==> src/rtl/euc_pkg.sv <==
// Shared definitions for the euc_mc execution unit controller:
// opcode encodings, ALU operation codes, write-data select codes and
// the controller state encoding.
package euc_pkg;

  // Instruction opcodes as presented by fetch/decode.
  localparam logic [3:0] OP_LD     = 4'd0;
  localparam logic [3:0] OP_AND    = 4'd1;
  localparam logic [3:0] OP_ST     = 4'd2;
  localparam logic [3:0] OP_ADD    = 4'd3;
  localparam logic [3:0] OP_ADDI   = 4'd4;
  localparam logic [3:0] OP_CMPLT  = 4'd5;
  localparam logic [3:0] OP_CMPEQ  = 4'd6;
  localparam logic [3:0] OP_CMPEQI = 4'd7;
  localparam logic [3:0] OP_SHR    = 4'd8;
  localparam logic [3:0] OP_SHL    = 4'd9;
  localparam logic [3:0] OP_INV    = 4'd10;
  localparam logic [3:0] OP_MVI    = 4'd11;

  // ALU operation codes driven to the data path.
  localparam logic [2:0] ALU_AND    = 3'd0;
  localparam logic [2:0] ALU_ADD    = 3'd1;
  localparam logic [2:0] ALU_INV    = 3'd2;
  localparam logic [2:0] ALU_SHL    = 3'd3;
  localparam logic [2:0] ALU_SHR    = 3'd4;
  localparam logic [2:0] ALU_PASS_B = 3'd5;

  // Register write-data source select.
  localparam logic [1:0] WD_ALU = 2'd0;
  localparam logic [1:0] WD_IMM = 2'd1;
  localparam logic [1:0] WD_MEM = 2'd2;

  typedef enum logic [1:0] {
    ST_IDLE = 2'd0,
    ST_EXEC = 2'd1,
    ST_MEM  = 2'd2,
    ST_ERR  = 2'd3
  } state_t;

endpackage

==> src/rtl/euc_mem_timer.sv <==
// Memory wait-state timer. Counts cycles while enabled (saturating at
// 255), is cleared synchronously on entry to a memory access, and flags
// expiry on the cycle the count reaches MEM_TIMEOUT-1.
// Ports:
//   clk, rst  clock and asynchronous active-high reset
//   clear     zero the count (takes priority over enable)
//   enable    count this cycle (controller is in its MEM state)
//   expire    enable is high and the count equals MEM_TIMEOUT-1
module euc_mem_timer #(
  parameter int MEM_TIMEOUT = 15
) (
  input  logic clk,
  input  logic rst,
  input  logic clear,
  input  logic enable,
  output logic expire
);

  logic [7:0] count;

  // NOTE: sequential state is updated with non-blocking assignments so every
  // register samples pre-edge values regardless of process ordering.
  always_ff @(posedge clk or posedge rst) begin
    if (rst) begin
      count <= '0;
    end else if (clear) begin
      count <= '0;
    end else if (enable && count != 8'hFF) begin
      count <= count + 8'd1;
    end
  end

  assign expire = enable && (count == 8'(MEM_TIMEOUT - 1));

endmodule

==> src/rtl/euc_mc.sv <==
// Multi-cycle execution unit controller. Accepts one decoded instruction
// at a time from fetch (valid/ready), drives the execution data path
// controls for one EXEC cycle, or runs a load/store against data memory
// with request/ack handshake and timeout. Illegal opcodes, out-of-range
// register indices and memory timeouts finish through a one-cycle ERR state.
// Ports:
//   clk, rst                       clock, asynchronous active-high reset
//   instr_valid_i / instr_ready_o  instruction handshake (ready only in IDLE)
//   opcode_i, src_reg_i, dst_reg_i decoded instruction fields
//   instr_done_o                   pulse on the final cycle of each instruction
//   illegal_o, mem_err_o           error pulses, coincident with done
//   data_mem_rd/wr_enb_o, mem_ack_i data memory request/ack
//   alu_op_o, src_sel_o, dst_sel_o, const_sel_o  data path operand/ALU controls
//   wr_en_o, wr_data_sel_o         one-hot register write enable and data source
//   flag_wr_o, cmp_mode_o          compare flag update and compare kind
module euc_mc
  import euc_pkg::*;
#(
  parameter  int NUM_REGS    = 4,
  parameter  int MEM_TIMEOUT = 15,
  localparam int REG_SEL_W   = (NUM_REGS > 2) ? $clog2(NUM_REGS) : 1
) (
  input  logic                 clk,
  input  logic                 rst,
  input  logic                 instr_valid_i,
  output logic                 instr_ready_o,
  input  logic [3:0]           opcode_i,
  input  logic [REG_SEL_W-1:0] src_reg_i,
  input  logic [REG_SEL_W-1:0] dst_reg_i,
  output logic                 instr_done_o,
  output logic                 illegal_o,
  output logic                 mem_err_o,
  output logic                 data_mem_rd_enb_o,
  output logic                 data_mem_wr_enb_o,
  input  logic                 mem_ack_i,
  output logic [2:0]           alu_op_o,
  output logic [REG_SEL_W-1:0] src_sel_o,
  output logic [REG_SEL_W-1:0] dst_sel_o,
  output logic                 const_sel_o,
  output logic [NUM_REGS-1:0]  wr_en_o,
  output logic [1:0]           wr_data_sel_o,
  output logic                 flag_wr_o,
  output logic                 cmp_mode_o
);

  state_t               state, state_nx;
  logic [3:0]           op_q;
  logic [REG_SEL_W-1:0] src_q, dst_q;
  logic                 mem_fail_q;   // ERR was entered from a memory timeout
  logic                 accept, bad_instr, is_mem_op, timer_clear, timer_expire;
  logic [NUM_REGS-1:0]  dst_onehot;

  assign instr_ready_o = (state == ST_IDLE);
  assign accept        = instr_valid_i & instr_ready_o;

  // Register indices are widened so the range check stays meaningful when
  // NUM_REGS is a power of two and the check can never fire.
  assign bad_instr = (opcode_i > OP_MVI)
                  || (5'(src_reg_i) >= 5'(NUM_REGS))
                  || (5'(dst_reg_i) >= 5'(NUM_REGS));
  assign is_mem_op   = (opcode_i == OP_LD) || (opcode_i == OP_ST);
  assign timer_clear = accept & ~bad_instr & is_mem_op;
  assign dst_onehot  = NUM_REGS'(1) << dst_q;

  euc_mem_timer #(.MEM_TIMEOUT(MEM_TIMEOUT)) u_timer (
    .clk    (clk),
    .rst    (rst),
    .clear  (timer_clear),
    .enable (state == ST_MEM),
    .expire (timer_expire)
  );

  always_ff @(posedge clk or posedge rst) begin
    if (rst) begin
      state      <= ST_IDLE;
      op_q       <= '0;
      src_q      <= '0;
      dst_q      <= '0;
      mem_fail_q <= 1'b0;
    end else begin
      state <= state_nx;
      if (accept) begin
        op_q  <= opcode_i;
        src_q <= src_reg_i;
        dst_q <= dst_reg_i;
      end
      if (state_nx == ST_ERR) begin
        mem_fail_q <= (state == ST_MEM);
      end
    end
  end

  // NOTE: every output is given a default before the case statement so no
  // path leaves a signal unassigned and no latch is inferred.
  always_comb begin
    state_nx          = state;
    instr_done_o      = 1'b0;
    illegal_o         = 1'b0;
    mem_err_o         = 1'b0;
    data_mem_rd_enb_o = 1'b0;
    data_mem_wr_enb_o = 1'b0;
    alu_op_o          = ALU_AND;
    src_sel_o         = '0;
    dst_sel_o         = '0;
    const_sel_o       = 1'b0;
    wr_en_o           = '0;
    wr_data_sel_o     = WD_ALU;
    flag_wr_o         = 1'b0;
    cmp_mode_o        = 1'b0;

    case (state)
      ST_IDLE: begin
        if (accept) begin
          if (bad_instr)      state_nx = ST_ERR;
          else if (is_mem_op) state_nx = ST_MEM;
          else                state_nx = ST_EXEC;
        end
      end

      ST_EXEC: begin
        instr_done_o = 1'b1;
        src_sel_o    = src_q;
        dst_sel_o    = dst_q;
        state_nx     = ST_IDLE;
        case (op_q)
          OP_AND:    begin wr_en_o = dst_onehot; alu_op_o = ALU_AND; end
          OP_ADD:    begin wr_en_o = dst_onehot; alu_op_o = ALU_ADD; end
          OP_ADDI:   begin wr_en_o = dst_onehot; alu_op_o = ALU_ADD; const_sel_o = 1'b1; end
          OP_SHR:    begin wr_en_o = dst_onehot; alu_op_o = ALU_SHR; end
          OP_SHL:    begin wr_en_o = dst_onehot; alu_op_o = ALU_SHL; end
          OP_INV:    begin wr_en_o = dst_onehot; alu_op_o = ALU_INV; end
          OP_MVI: begin
            wr_en_o       = dst_onehot;
            alu_op_o      = ALU_PASS_B;
            wr_data_sel_o = WD_IMM;
            const_sel_o   = 1'b1;
          end
          OP_CMPLT:  begin flag_wr_o = 1'b1; cmp_mode_o = 1'b0; end
          OP_CMPEQ:  begin flag_wr_o = 1'b1; cmp_mode_o = 1'b1; end
          OP_CMPEQI: begin flag_wr_o = 1'b1; cmp_mode_o = 1'b1; const_sel_o = 1'b1; end
          default: ;
        endcase
      end

      ST_MEM: begin
        src_sel_o         = src_q;
        dst_sel_o         = dst_q;
        data_mem_rd_enb_o = (op_q == OP_LD);
        data_mem_wr_enb_o = (op_q == OP_ST);
        // An ack on the expiry cycle still completes the access normally.
        if (mem_ack_i) begin
          instr_done_o = 1'b1;
          if (op_q == OP_LD) begin
            wr_en_o       = dst_onehot;
            wr_data_sel_o = WD_MEM;
          end
          state_nx = ST_IDLE;
        end else if (timer_expire) begin
          state_nx = ST_ERR;
        end
      end

      ST_ERR: begin
        instr_done_o = 1'b1;
        illegal_o    = ~mem_fail_q;
        mem_err_o    = mem_fail_q;
        state_nx     = ST_IDLE;
      end

      default: state_nx = ST_IDLE;
    endcase
  end

endmodule
==> config.mk <==
export PLATFORM = sky130hd
export DESIGN_NAME = euc_mc
export DESIGN_NICKNAME = d
export VERILOG_FILES = /design/src/rtl/euc_pkg.sv /design/src/rtl/euc_mem_timer.sv /design/src/rtl/euc_mc.sv
export SDC_FILE = /design/constraint.sdc
export NUM_CORES = 1
export LEC_CHECK = 0
export BUFFER_PORTS_ARGS = -buffer_cell sky130_fd_sc_hd__buf_2
export CAP_MARGIN = 20
export CORE_AREA = 2 2 49 60
export CTS_BUF_LIST = sky130_fd_sc_hd__clkbuf_4
export CTS_CLUSTER_SIZE = 14
export DETAILED_ROUTE_END_ITERATION = 16
export DIE_AREA = 0 0 51 62
export PLACE_DENSITY = 0.8
export SYNTH_ARGS = -nofsm -noshare
export SYNTH_HDL_FRONTEND = slang
export SYNTH_HIERARCHICAL = 1
export SYNTH_SLANG_ARGS = --single-unit
export TNS_END_PERCENT = 50
==> constraint.sdc <==
create_clock -name clk -period 4.2 [get_ports clk]
set_input_delay 0.21 -clock clk [delete_from_list [all_inputs] [get_ports clk]]
set_output_delay 0.21 -clock clk [all_outputs]
set_load 0.01 [all_outputs]
# Word level (Yosys, flattened, before mapping)
# Cells that the tools add are included.
op_classes:
  addsub: 1
  order_cmp: 1
  eq_ne: 18
  shift: 1
  n_mux: 32
  bitwise_logic: 5
  n_reduce_logical: 14
ops:
  columns: ["cell", "n"]
  rows:
  - ["two-way mux 2 bit", 9]
  - ["equality test 4 x 3 -> 1 bit (second input constant)", 4]
  - ["equality test 4 bit (second input constant)", 4]
  - ["two-way mux 8 bit", 2]
  - ["case mux 3 bit (5 select lines)", 1]
  - ["equality test 4 x 2 -> 1 bit (second input constant)", 3]
  - ["two-way mux 1 bit", 12]
  - ["two-way mux 4 bit", 3]
  - ["adder 8 x 1 -> 8 bit (second input constant)", 1]
  - ["equality test 8 x 4 -> 1 bit (second input constant)", 1]
  - ["logical NOT 4 bit", 2]
  - ["!= test 8 bit (second input constant)", 1]
  - ["case mux 4 bit (2 select lines)", 1]
  - ["OR reduction 2 bit", 4]
  - ["OR reduction 7 bit", 1]
  - ["equality test 2 bit (second input constant)", 3]
  - ["case mux 2 bit (3 select lines)", 1]
  - ["OR reduction 3 bit", 2]
  - ["equality test 4 x 1 -> 1 bit (second input constant)", 1]
  - ["> comparator 4 bit (second input constant)", 1]
  - ["case mux 2 bit (2 select lines)", 1]
  - ["left shift 1 x 2 -> 4 bit (first input constant)", 1]
  - ["AND 1 bit", 3]
  - ["two-way mux 3 bit", 1]
  - ["7 further kinds", 9]
word_totals:
  reg_bits: 19
  in_bits: 12
  output_inout_bits: 22
  word_cells: 78

# Depth between registers and ports, before layout
# Gate-level depths: netlist of run 1.
depth:
  depth_word: 7
  depth_mapped: 8
  depth_no_buf: 8

# Modules after synthesis
# The synthesis of run 1 kept the hierarchy.
modules_own_cells:
  columns: ["mod", "n_inst", "cells_each", "area_each_um2", "seq_area_each_um2"]
  rows:
  - ["euc_mc", 1, 88, 872.1, 275.3]
  - ["euc_mem_timer", 1, 52, 503.0, 200.2]

# Worst setup path before layout of run 1
# No wires, ideal clock.
synth_timing:
  kind: "reg2reg"
  start: "register state[0]"
  end: "register mem_fail_q"
  setup_ns: 0.125
  t_arrival_ns: 2.029
  t_required_ns: 4.075
  slack_ns: 2.046
  path_stages_with_launch: 8
  n_path_buf: 0
  period_less_slack_ns: 2.154
  path_cell_list: "dfrtp_1 > inv_1 > ha_1 > and4bb_2 > nor4bb_2 > a311o_1 > a2bb2oi_1 > mux2_4"
synth_via:
  elab_chain_len: 6
  elab_cells_between_ends: 12
  cone_classes: "eq/ne: 4; mux: 4; bitwise: 1; reduce/logical: 3"
synth_rtl:
  columns: ["element", "line_no", "rtl"]
  rows:
  - ["from (decl)", "euc_mc.sv:46", "state_t state, state_nx;"]
  - ["from (signal assigned)", "euc_mc.sv:81", "state <= state_nx;"]
  - ["equality test 2 bit", "euc_mc.sv:69", ".enable (state == ST_MEM),"]
  - ["logical AND 1 bit", "euc_mem_timer.sv:33", "assign expire = enable && (count == 8'(MEM_TIMEOUT - 1));"]
  - ["via timer_expire", "euc_mc.sv:50", "logic accept, bad_instr, is_mem_op, timer_clear, timer_expire;"]
  - ["two-way mux 2 bit", "euc_mc.sv:158", "end else if (timer_expire) begin"]
  - ["two-way mux 2 bit", "euc_mc.sv:151", "if (mem_ack_i) begin"]
  - ["case mux 2 bit (3 select lines)", "euc_mc.sv:111", "case (state)"]
  - ["equality test 2 bit", "euc_mc.sv:87", "if (state_nx == ST_ERR) begin"]
  - ["to (signal assigned)", "euc_mc.sv:88", "mem_fail_q <= (state == ST_MEM);"]
  - ["to (decl)", "euc_mc.sv:49", "logic mem_fail_q;"]
# The timed path passes the listed nets, and every way through them passes these cells.
# A chain may end at the register's enable or synchronous reset.

# Final worst setup path of run 1
# Ends and elaborated chain as after synthesis.

==> results of run 1 <==
-- what timing repair did --
item | in CTS | in global routing
hold endpoints to repair | 19 | 0
hold buffers | 1 | 0
buffers inserted | 0 | 0
-- worst paths after layout --
check	slack, ns	end	depth (start not counted)
setup / recovery	1.70	mem_fail_q	7
min in group asynchronous	0.42	u_timer/count[7]	3
setup reg to reg	1.70	mem_fail_q	7
max in group asynchronous	3.42	src_q[1]	3
hold reg to reg	0.51	src_q[1]	1
hold / removal	0.14	src_q[1]	2
-- through the flow --
step / cell area [sq um] / total power [mW] / hold WS (ns) / std cells / worst slack (ns)
detailed placement: 1540 / 0.897 / 0.188 / 201 / 1.73
global route: 1580 / 1.07 / 0.123 / 206 / 1.47
CTS: 1580 / 0.995 / 0.131 / 206 / 1.70
floorplan: 1380 / 0.770 / 0.0257 / 140 / 2.05
finish: 1580 / 0.994 / 0.140 / 206 / 1.70
global placement: 1540 / 0.856 / 0.177 / 201 / 1.91
-- cells in the mapped netlist, types with 2 or more instances --
master,count
o21a_1,3
o21ai_0,2
nor2b_1,3
nand3_1,6
and2_1,6
nor4bb_1,2
nor3b_1,3
mux2_1,2
nor4_1,2
nor2_1,8
a41oi_1,2
inv_1,8
buf_4,3
a211oi_1,5
a21boi_2,2
ha_1,7
nand2_1,8
nor3_1,7
dfrtp_1,19
mux2_2,8
a21oi_1,4
and3_1,2
-- area by class of cell --
| type | count | area, sq um |
|---|---|---|
| Fill cell | 235 | 1080 |
| Multi-Input combinational cell | 107 | 827 |
| Sequential cell | 19 | 475 |
| Timing Repair Buffer | 34 | 175 |
| Tap cell | 34 | 42.5 |
| Inverter | 8 | 30.0 |
| Clock buffer | 3 | 22.5 |
| Clock inverter | 1 | 5.00 |
-- state kept, by name, indices dropped and copies added, names as in the netlist --
register and flops:
mem_fail_q 1, u_timer/count 8, src_q 2, dst_q 2
state 2, op_q 4
-- kinds of logic (layout without fill, tap and decap cells) --
| group | Yosys count | after routing | synth area share [%] |
|---|---|---|---|
| simple gates | 63 | 63 | 30.2 |
| compound gates | 25 | 25 | 13.7 |
| flops | 19 | 19 | 34.6 |
| buf+inv | 14 | 46 | 5.28 |
| mux | 11 | 11 | 9.28 |
| fa+ha+maj | 7 | 7 | 6.37 |
| xor+xnor | 1 | 1 | 0.637 |
-- layer usage --
layer	GRT usage [%]	part of all wire, %
met5	0	0
met4	8.11	0.81
met3	1.91	4.7
met2	36.7	54
met1	24.5	41
-- power groups by stage --
stage,combinational [mW],clock [mW],sequential (mW)
after floorplan,0.441,0,0.329
after detailed placement,0.492,0,0.405
after CTS,0.494,0.0982,0.402
after global placement,0.463,0,0.393
after global routing,0.543,0.107,0.422
final,0.491,0.0960,0.408
-- placed cells by master, fill, tap and decap left out, types with 6 or more instances in the layout --
master / synthesis / layout
and2_1: 6 / 6
mux2_2: 8 / 8
nor3_1: 7 / 7
inv_1: 8 / 8
nand2_1: 8 / 8
ha_1: 7 / 7
nor2_1: 8 / 8
nand3_1: 6 / 6
buf_2: 1 / 33
dfrtp_1: 19 / 19
-- worst max-delay path, stage by stage, from the launching register on --
cell and delay [ns]:
dfrtp_1 0.44, inv_1 0.13, ha_1 0.47, and4bb_2 0.30, nor4bb_2 0.34, a311o_1 0.19
a2bb2oi_1 0.22, mux2_4 0.31
==> impl_summary.md, run 1 <==
Setup path
At the worst endpoint, the arrival time is 2.70 ns. The worst setup path is launched from a flip-flop. The highest fanout seen on the critical path is 15.

At the worst endpoint, the required time is 4.40 ns. The endpoint class of the critical path is a flip-flop. The launch point of the worst path is state[0]. The startpoint identified for the worst register-to-register timing path is state[0]. The path type of the worst setup path is reg2reg.

Floorplan
The starting utilization of the core area is 51.8%. The die covers 3160 sq um. The core region is 2650 sq um. During I/O placement, the number of pins put on the boundary was 34.

In this run the vertical extent of the chip is 62 microns. The row count is 21. The horizontal extent of the die is 51 microns.

Cells and area
The area growth from synthesis to layout is 14.7%. The antenna diode count is 0. Cells with a size suffix above 1 make up 33.7% of the layout. Cells fill 59.5% of the core in the end. The number of nets in the layout is 192.

Clock network
The clock latency of the later-clocked register in the worst-skew pair is 0.30 ns. The number of CTS-inserted buffers is 3. The clock tree from TritonCTS is done. The clock root buffer is clkbuf_4. The clock transition at the register clock pins on the worst setup and hold paths after CTS is 0.12 ns. Counting along the longest clock path gives a buffer depth of 2. The clock net in this run drives a total of 19 sinks. The number of instances resized during post-cts repair is 0. The H-tree depth reported by CTS is 1.

Synthesis
Yosys attributes the largest share of cell area to dfrtp_1 35%, mux2_2 6.6%, ha_1 6.4%. A synthesized cell averages 9.82 sq um. Summing the sequential cell areas from Yosys gives 34.6% of the chip area. The number of enable-type register cells in the synthesized netlist is 0. The number of synthesis warnings is 6. The summed instance area of the synthesized netlist is 1380 sq um. The number of different library cells in the post-synthesis netlist is 50. The top cell type's share of synthesized area is 34.6%. For this run, asynchronously set or reset flops after synthesis account for 100%. In this run, synthesis produced a sequential element count of 19. The predominant post-synthesis flop cell is dfrtp_1. The number of nets handed over by synthesis was 159. Synthesis produced 140 cells.

The biggest area contributor in the post-synthesis netlist is dfrtp_1.

Pwr
The clock network fraction of total power is 9.7%. The share of total power dissipated in sequential elements is 41.0%. The internal power summed over all cells is 541 uW.

The fraction of power spent switching nets is 45.6%. The largest voltage drop on the vdd net is 374 uV. For this design the ratio of total power to cell area is 630 nW/um^2. Combinational cells account for 49.3% of the total power.

The switching power summed over all nets is 454 uW. Summed over all cells, the static leakage comes to 0.722 nW.

Drt
The count of nets left with antenna violations once routing finished came out at 0. In the routed design, unresolved DRC markers number 0. Wires add up to 3070 microns. Using the TritonRoute via totals, the vias-per-cell ratio works out to 5.98. The number of optimization iterations in the first detailed-route pass is 4.

The via count of the routed design is 1232. For this block, the initial DRC count from the detailed router was 21. The average wire length per cell after detail routing is 14.9 microns.

Timing
The routed design could run at a clock period as short as 2.50 ns. Clock skew on the completed layout was measured at 0.00760 ns. The worst max-slew margin expressed relative to the limit is 56.2%.

The setup total negative slack is 0 ns. The final number of hold-violating endpoints was 0. Static timing analysis puts the maximum clock frequency at 401 MHz. The count of final max-slew check failures is 0. The post-route fraction of the period consumed by the critical path is 59.4%. For the pin with the worst max-slew slack, the measured transition is 0.655 ns.

Setup violations remaining at the end of the flow were counted as 0. Setup repair after global routing left no endpoint under its margin.

Min path
In this run the most critical hold path is launched from src_reg_i[1]. The worst hold path class is in2reg.

Placement
The HPWL after detailed placement is 2330 microns. The number of buffers inserted by port buffering is 33. The global placer's final weighted congestion is 1.01.

GRT
The number of global-route vias before repair is 1092. After global routing the overflow that remains totals 0. The maximum number of pins on one net before global-route repair is 16. The global-route total usage across every layer is 20.1%. The first-pass GRT wire length is 4800 microns. The initial antenna violation count is 0.

Flow run
The number of max-cap violations is 0.

Outcome
The run finished with clean final reports.
(Power assumes the default switching activity.)
==> inputs of run 2 (changes only) <==
--- a/config.mk
+++ b/config.mk
@@ -5,14 +5,15 @@
 export SDC_FILE = /design/constraint.sdc
 export NUM_CORES = 1
 export LEC_CHECK = 0
+export ABC_AREA = 1
 export BUFFER_PORTS_ARGS = -buffer_cell sky130_fd_sc_hd__buf_2
 export CAP_MARGIN = 20
-export CORE_AREA = 2 2 49 60
+export CORE_AREA = 2 2 48 59
 export CTS_BUF_LIST = sky130_fd_sc_hd__clkbuf_4
 export CTS_CLUSTER_SIZE = 14
 export DETAILED_ROUTE_END_ITERATION = 16
-export DIE_AREA = 0 0 51 62
-export PLACE_DENSITY = 0.8
+export DIE_AREA = 0 0 50 61
+export PLACE_DENSITY = 0.81
 export SYNTH_ARGS = -nofsm -noshare
 export SYNTH_HDL_FRONTEND = slang
 export SYNTH_HIERARCHICAL = 1
==> constraint.sdc (replaced) <==
create_clock -name clk -period 2.3 [get_ports clk]
set_input_delay 0.115 -clock clk [delete_from_list [all_inputs] [get_ports clk]]
set_output_delay 0.115 -clock clk [all_outputs]
set_load 0.01 [all_outputs]
==> impl_summary.md, run 2 <==
Synthesis
Sorting the synthesized cells by area gives the leading types as dfrtp_1 36%, nand2_1 14%, inv_1 9.0%. The post-synthesis register bit count is 19. The commonest cells after synthesis are 50 x nand2_1, 32 x inv_1, 21 x nor2_1. The post-synthesis area per instance is 6.78 sq um. For this run, the leading register cell type out of synthesis is dfrtp_1. After synthesis, the share of flip-flops with an asynchronous set or reset is 100%. The most common cell in the synthesized netlist is nand2_1. When the netlist entered floorplanning its net count stood at 216.

The share of synthesized area occupied by flip-flops and latches is 35.6%. For this run, the number of Yosys warnings is 6. The top cell type's share of synthesized area is 35.6%. Synthesis produced 197 cells. The largest area contributor in the synthesized netlist is dfrtp_1. The summed instance area of the synthesized netlist is 1340 sq um. Yosys mapped a number of flops with a built-in enable equal to 0. The number of different library cells in the post-synthesis netlist is 24.

Drt
After detailed routing, the number of vias per cell comes to 4.95. The count of unresolved DRC violations after routing is 0. Wires add up to 2910 microns.

In this run the remaining antenna-violating nets after routing total 0. The number of optimization iterations in the first detailed-route pass is 4. After the first detailed-routing iteration, the DRC count stood at 36. The average wire length per cell after detail routing is 10.9 microns. Across all layers, the routed design uses 1317 vias.

Setup path
The launch point of the worst path is state[0]. The startpoint of the most critical register-to-register path is state[0]. The cell repeated most along the worst path is nand2_1. The sort of element at the start of the critical path is a flip-flop.

Broken down by cell family, the worst path's largest delay share belongs to flip-flops. The biggest cell delay along the critical path is 0.42 ns. The path type of the worst setup path is reg2out. The signal on the critical path passes through inv_1 -> ha_1 -> nand3_2 -> nand2_1 -> nand2_1 -> nor2_1 -> buf_2. Along the worst path, the maximum fanout reaches 7. STA classifies the critical path endpoint as an output port.

STA puts the critical path data required time at 2.18 ns. The cell with the biggest individual delay on the critical path is dfrtp_1. The number of buffers and inverters on the critical path is 2. Data arrives at the worst endpoint at 1.80 ns.

Placement
The number of buffers inserted by port buffering is 33. The wire-length estimate of the detail-placed layout is 2420 microns. The cell area after placement is 1530 sq um. The congestion estimate from routability-driven global placement came to 0.832.

Floorplan
From bottom edge to top edge, the die measures 61 microns. The full die area is 3050 sq um. The core footprint is 2480 sq um. Row generation in the floorplan step produced 20 rows. The horizontal extent of the die is 50 microns.

The boundary pin count is 34. The starting utilization of the core area is 53.9%.

Pwr
The static leakage is 0.895 nW. Power spread over the standard cell area amounts to 1030 nW/um^2. The sum of internal, switching and leakage power is 1.61 mW. The internal power summed over all cells is 818 uW.

The portion of total power attributed to sequential cells is 35.5%. Combinational logic is responsible for 54.2% of the overall power. In this run, the clock network consumes 10.3% of the power. The largest voltage drop on the vdd net is 562 uV.

The analysis attributes to net switching a power of 792 uW. The fraction of power spent switching nets is 49.2%.

Cells and area
Fill cells in the final layout number 245. The largest registers in the layout are u_timer/count (8), op_q (4). The post-synthesis to final-layout area growth is 17.3%. After the last flow step, the layout net total stands at 253. The fraction of final layout cells with drive strength greater than 1 is 21.9%. Summing all non-filler instances in the final layout gives an area of 1570 sq um. The most common library cell in the layout ignoring fill and taps is nand2_1. The number of flip-flops under the largest register name is 8.

The number of antenna diodes in the final layout is 0. The top cell types in the final layout, fill and taps aside, are 50 x nand2_1, 33 x buf_2, 32 x inv_1, 21 x nor2_1. The top register by number of flip-flops is u_timer/count.

Flow run
Across the run, the number of max-cap violations was 0.

Clock network
The clock tree from TritonCTS is done. Once the clock tree was built, the setup fixing pass inserted 0 buffers. The H-tree depth reported by CTS is 1. At the later pin of the worst-skew pair, clock insertion delay measures 0.29 ns. Post-CTS repair changed the size of 0 cells.

Counting along the longest clock path gives a buffer depth of 2. The clock root buffer is clkbuf_4. The clock transition at the register clock pins on the worst setup and hold paths after CTS is 0.11 ns.

In this run, CTS created clock tree buffers numbering 3. The number of clock sinks seen by CTS is 19.

Timing
Hold is met by 0.00819 ns. Setup violations remaining at the end of the flow were counted as 0. The count of final max-slew check failures is 0. Derived from the worst setup path, the maximum achievable clock frequency is 523 MHz. Between clock sinks in the finished design, the worst skew comes to 0.00439 ns. The clock period minus worst slack is 1.91 ns. The final critical path takes up 83.1% of the cycle.

The final number of hold-violating endpoints is 0. The worst pin sits at a relative slew slack of 72.5%. For the pin with the worst max-slew slack, the measured transition is 0.412 ns.

For the final routed database, the setup TNS stands at 0 ns. Setup repair after global routing left no endpoint under its margin.

GRT
The initial antenna violation count is 0. Summed over all layers, the global routing overflow is 0. The global-route total usage across every layer is 20.2%. The maximum number of pins on one net before global-route repair is 14. The number of global-route vias before repair is 1137. The first global-routing pass estimated 4730 microns of wire.

Outcome
The flow ran to the end, and the final reports show no timing, DRC or antenna violations.

Min path
The worst hold path class is in2reg. The startpoint of the most critical hold path is src_reg_i[1].
-- run 2: changes by cell type in the layout (fill, tap and decap cells not counted), sizes merged, moves of 6 or more --
cell   before  now
and2        6    0
inv         8   36
mux2       11    0
nand2       9   54
nand3       6   20
nor2        8   24
o21ai       3   20
-- run 2: final cells by class --
class	count	area, sq um	share of cell area (%)
Clock inverter	1	5.00	0.319
Clock buffer	3	22.5	1.44
Timing Repair Buffer	34	175	11.2
Inverter	36	135	8.63
Multi-Input combinational cell	140	712	45.4
Tap cell	33	41.3	2.64
Sequential cell	19	475	30.4
-- run 2: cell families after synthesis --
kind of cell    Yosys count  synth area share (%)
simple gates            107                  36.1
buf+inv                  38                  11.1
compound gates           24                  9.37
flops                    19                  35.6
fa+ha+maj                 7                  6.56
xor+xnor                  2                  1.31
-- run 2: power groups by stage --
| stage | Sequential [mW] | Combinational (mW) | Clock [mW] |
|---|---|---|---|
| finish | 0.571 | 0.873 | 0.167 |
| global route | 0.592 | 1.00 | 0.180 |
| CTS | 0.572 | 0.884 | 0.172 |
| detailed placement | 0.580 | 0.880 | 0 |
| global placement | 0.573 | 0.859 | 0 |
| floorplan | 0.549 | 0.655 | 0 |
-- run 2: worst paths after layout --
check                      slack, ns               end  cells past startpoint
setup / recovery                0.39        wr_en_o[3]                      7
hold / removal                 0.008          src_q[1]                      3
setup reg to reg                0.39  u_timer/count[1]                      9
hold reg to reg                 0.51          src_q[1]                      2
max in group asynchronous       1.67        mem_fail_q                      3
min in group asynchronous       0.31  u_timer/count[6]                      3
-- run 2: metal layers --
layer	global-route usage, %	routed length [microns]	share of wire [%]
met1	22.8	1230	42
met4	7.14	21	0.72
met3	1.97	84	2.9
met5	0	0	0
met2	39.5	1570	54
-- run 2: stage by stage --
step           std cells  setup slack (ns)  utilization (%)
2_1_floorplan        197             0.757                -
3_3_place_gp         261             0.534             61.7
3_5_place_dp         261             0.387             61.7
4_1_cts              266             0.356             63.2
5_1_grt              266             0.198             63.2
6_report             266             0.388             63.2
-- run 2: timing repair --
item | 4_1_cts | 5_1_grt
setup endpoints to repair | 0 | 0
endpoints found under the hold margin | 19 | 0
hold buffers | 1 | 0
-- run 2: worst min-delay path, stage by stage --
cell     delay [ns]
buf_2          0.08
nand2_1        0.04
nand2_1        0.05
==> inputs of run 3 (changes only) <==
--- a/config.mk
+++ b/config.mk
@@ -5,15 +5,15 @@
 export SDC_FILE = /design/constraint.sdc
 export NUM_CORES = 1
 export LEC_CHECK = 0
-export ABC_AREA = 1
+export ABC_AREA = 0
 export BUFFER_PORTS_ARGS = -buffer_cell sky130_fd_sc_hd__buf_2
 export CAP_MARGIN = 20
-export CORE_AREA = 2 2 48 59
+export CORE_AREA = 2 2 51 63
 export CTS_BUF_LIST = sky130_fd_sc_hd__clkbuf_4
 export CTS_CLUSTER_SIZE = 14
 export DETAILED_ROUTE_END_ITERATION = 16
-export DIE_AREA = 0 0 50 61
-export PLACE_DENSITY = 0.81
+export DIE_AREA = 0 0 53 65
+export PLACE_DENSITY = 0.76
 export SYNTH_ARGS = -nofsm -noshare
 export SYNTH_HDL_FRONTEND = slang
 export SYNTH_HIERARCHICAL = 1
==> constraint.sdc (replaced) <==
create_clock -name clk -period 1.7 [get_ports clk]
set_input_delay 0.085 -clock clk [delete_from_list [all_inputs] [get_ports clk]]
set_output_delay 0.085 -clock clk [all_outputs]
set_load 0.01 [all_outputs]
==> impl_summary.md, run 3 (synthesis gave the netlist of run 1 again) <==
Setup path
STA classifies the critical path startpoint as a flip-flop. STA puts the critical path data required time at 1.89 ns. The register-to-register path setup slack is -0.32 ns. The endpoint class of the critical path is a flip-flop.

The startpoint identified for the worst register-to-register timing path is u_timer/count[0]. Tracing the worst setup path back leads to its startpoint at u_timer/count[0]. The capture point of the worst path is mem_fail_q. The cell count of the worst reg-to-reg path is 8.

The data arrival time of the worst path is 2.22 ns. The worst register-to-register path ends at mem_fail_q. The path type of the worst setup path is reg2reg.

In this run the worst path has a maximum fanout of 2.

Pwr
The worst-case IR drop observed on VDD is 1020 uV. Power spread over the standard cell area amounts to 1670 nW/um^2. The analysis attributes to cell leakage a power of 0.951 nW.

Drt
The final wirelength is 3920 microns. In this run the remaining antenna-violating nets after routing total 0. The violation count after the first detailed-route iteration is 27.

The via count of the routed design is 1364. In the routed layout, each cell is associated on average with a via count of 5.57. In the final routed layout, each cell accounts on average for 16.0 microns. The first detailed-routing pass ran for 4 iterations.

In the routed design, unresolved DRC markers number 0.

Clock network
The later pin in the worst-skew pair is clocked with a latency of 0.30 ns. Counting the buffers created by CTS gives 3. The clock tree from TritonCTS is done. The H-tree depth reported by CTS is 1. Counting along the longest clock path gives a buffer depth of 2.

The clock transition at the register clock pins on the worst setup and hold paths after CTS is 0.11 ns. CTS placed an instance of clkbuf_4 at the clock tree root. Clock tree synthesis found a total of 19 sinks.

Outcome
The flow ran to the end, but the final reports show violations. The final reports fail on negative setup slack.

Floorplan
The vertical die dimension is 65 microns. In this run the horizontal extent of the chip is 53 microns. The starting utilization of the core area is 47.6%. The row count is 22.

The boundary pin count is 34. In this run the standard cell core region covers 2890 sq um. The full die area is 3450 sq um.

Timing
Setup violations remaining at the end of the flow were counted as 10. The clock period minus worst slack is 2.02 ns. The worst-case clock skew is 0.00583 ns. The worst max-slew margin expressed relative to the limit is 73.0%. Setup repair after global routing could not meet its margin everywhere. The count of final max-slew check failures is 0. At the pin with the least slew margin, the transition time is 0.405 ns. In the post-route analysis, the smallest setup slack over all paths is -0.324 ns. The post-route fraction of the period consumed by the critical path is 119%.

The final worst hold slack is 0.0154 ns. Derived from the worst setup path, the maximum achievable clock frequency is 494 MHz. The final number of hold-violating endpoints was 0.

Cells and area
Compared with the post-synthesis result, the final layout area differs by 52.0%. The number of nets in the layout is 229. The top register by number of flip-flops is u_timer/count. The antenna diode count is 0.

The most common library cell in the layout ignoring fill and taps is buf_2. The largest registers in the layout are u_timer/count (8), op_q (4). Counting the fill cells in the layout gives 209. The filler-free cell count of the finished design is 245.

Leaving out fill and tap cells, the most frequent cells in the layout are 33 x buf_2, 24 x buf_4, 17 x dfrtp_1, 13 x buf_6, 8 x mux2_2. The number of flip-flops under the largest register name is 8. The fraction of final layout cells with drive strength greater than 1 is 57.9%.

Placement
Including well taps, the total number of placed cells is 229. In this run the tool buffered the top-level ports with 33 buffer cells. The global placer's final weighted congestion is 0.863. The wire-length estimate of the detail-placed layout is 2810 microns.

GRT
The global-route total usage across every layer is 22.8%. The first-pass GRT wire length is 5750 microns. The initial antenna violation count was 0. The maximum number of pins on one net before global-route repair is 12.

The number of global-route vias before repair is 1309. Summed over all layers, the global routing overflow is 0.

Flow run
Max-cap violations in this run came to 0.

Min path
The min-delay analysis places its worst path in the category in2reg.
[run 3: cell count changes in the layout (fill, tap and decap cells not counted), sizes merged, moves of 4 or more]
cell	before	now
and3	0	4
and2	0	6
buf	33	70
nand3	20	6
nand2	54	9
mux2	0	11
a21boi	0	4
o21ai	20	3
inv	36	8
a211oi	0	5
nor2	24	8
[run 3: worst min path at each step]
stage,slack [ns],start,cells past startpoint,end
2_1_floorplan,-0.1,rst,1,u_timer/count[0]
3_3_place_gp,0.05,rst,2,u_timer/count[3]
3_5_place_dp,0.06,rst,2,u_timer/count[1]
4_1_cts,0.009,dst_reg_i[1],2,dst_q[1]
5_1_grt,0.002,dst_reg_i[1],2,dst_q[1]
6_report,0.02,dst_reg_i[1],2,dst_q[1]
[run 3: through the flow]
step                      setup TNS, ns  area, sq um  worst slack, ns  util [%]  total power, mW
final                             -1.35         2090           -0.324      72.3             3.50
after global routing              -2.26         2090           -0.416      72.3             3.72
after CTS                         -1.56         1940           -0.341      67.1             3.16
after detailed placement         -0.518         1770           -0.325      61.4             2.67
after global placement           -0.216         1770           -0.216      61.4             2.54
after floorplan                  -0.284         1410           -0.222         -             1.95
[run 3: worst max-delay path, stage by stage, from the launching register on]
cell and delay (ns):
dfrtp_1 0.42, inv_2 0.09, ha_4 0.12, nor4b_4 0.16, and4bb_2 0.25, nor4bb_4 0.20
a311o_1 0.20, a2bb2oi_2 0.18, mux2_4 0.31
[run 3: timing repair]
item	in CTS	in global routing
cloned	0	0
buffers inserted	8	3
endpoints found under the hold margin	19	0
setup endpoints to repair	18	20
resized for setup	18	26
hold buffers	1	0
pin swaps	5	12
[run 3: routing by layer]
metal  up-vias  global-route usage, %  part of all wire [%]
met2        29                   45.2                    60
li1        648                      -                     -
met1       681                   22.9                    37
met4         0                   8.33                   1.1
met5         -                      0                     0
met3         6                   2.76                   1.8
[run 3: final cells by class]
cell class | count | area, sq um | share of cell area (%)
Timing Repair Buffer | 71 | 502 | 24.0
Inverter | 8 | 30.0 | 1.44
Multi-Input combinational cell | 107 | 1010 | 48.1
Sequential cell | 19 | 478 | 22.9
Clock buffer | 4 | 30.0 | 1.44
Tap cell | 36 | 45.0 | 2.15
[run 3: report_power, final]
part / internal, mW / switching [mW] / leakage [nW] / total, mW
registers: 0.664 / 0.248 / 0.236 / 0.912
clock network: 0.107 / 0.136 / 0.0184 / 0.243
logic: 1.27 / 1.07 / 0.697 / 2.34
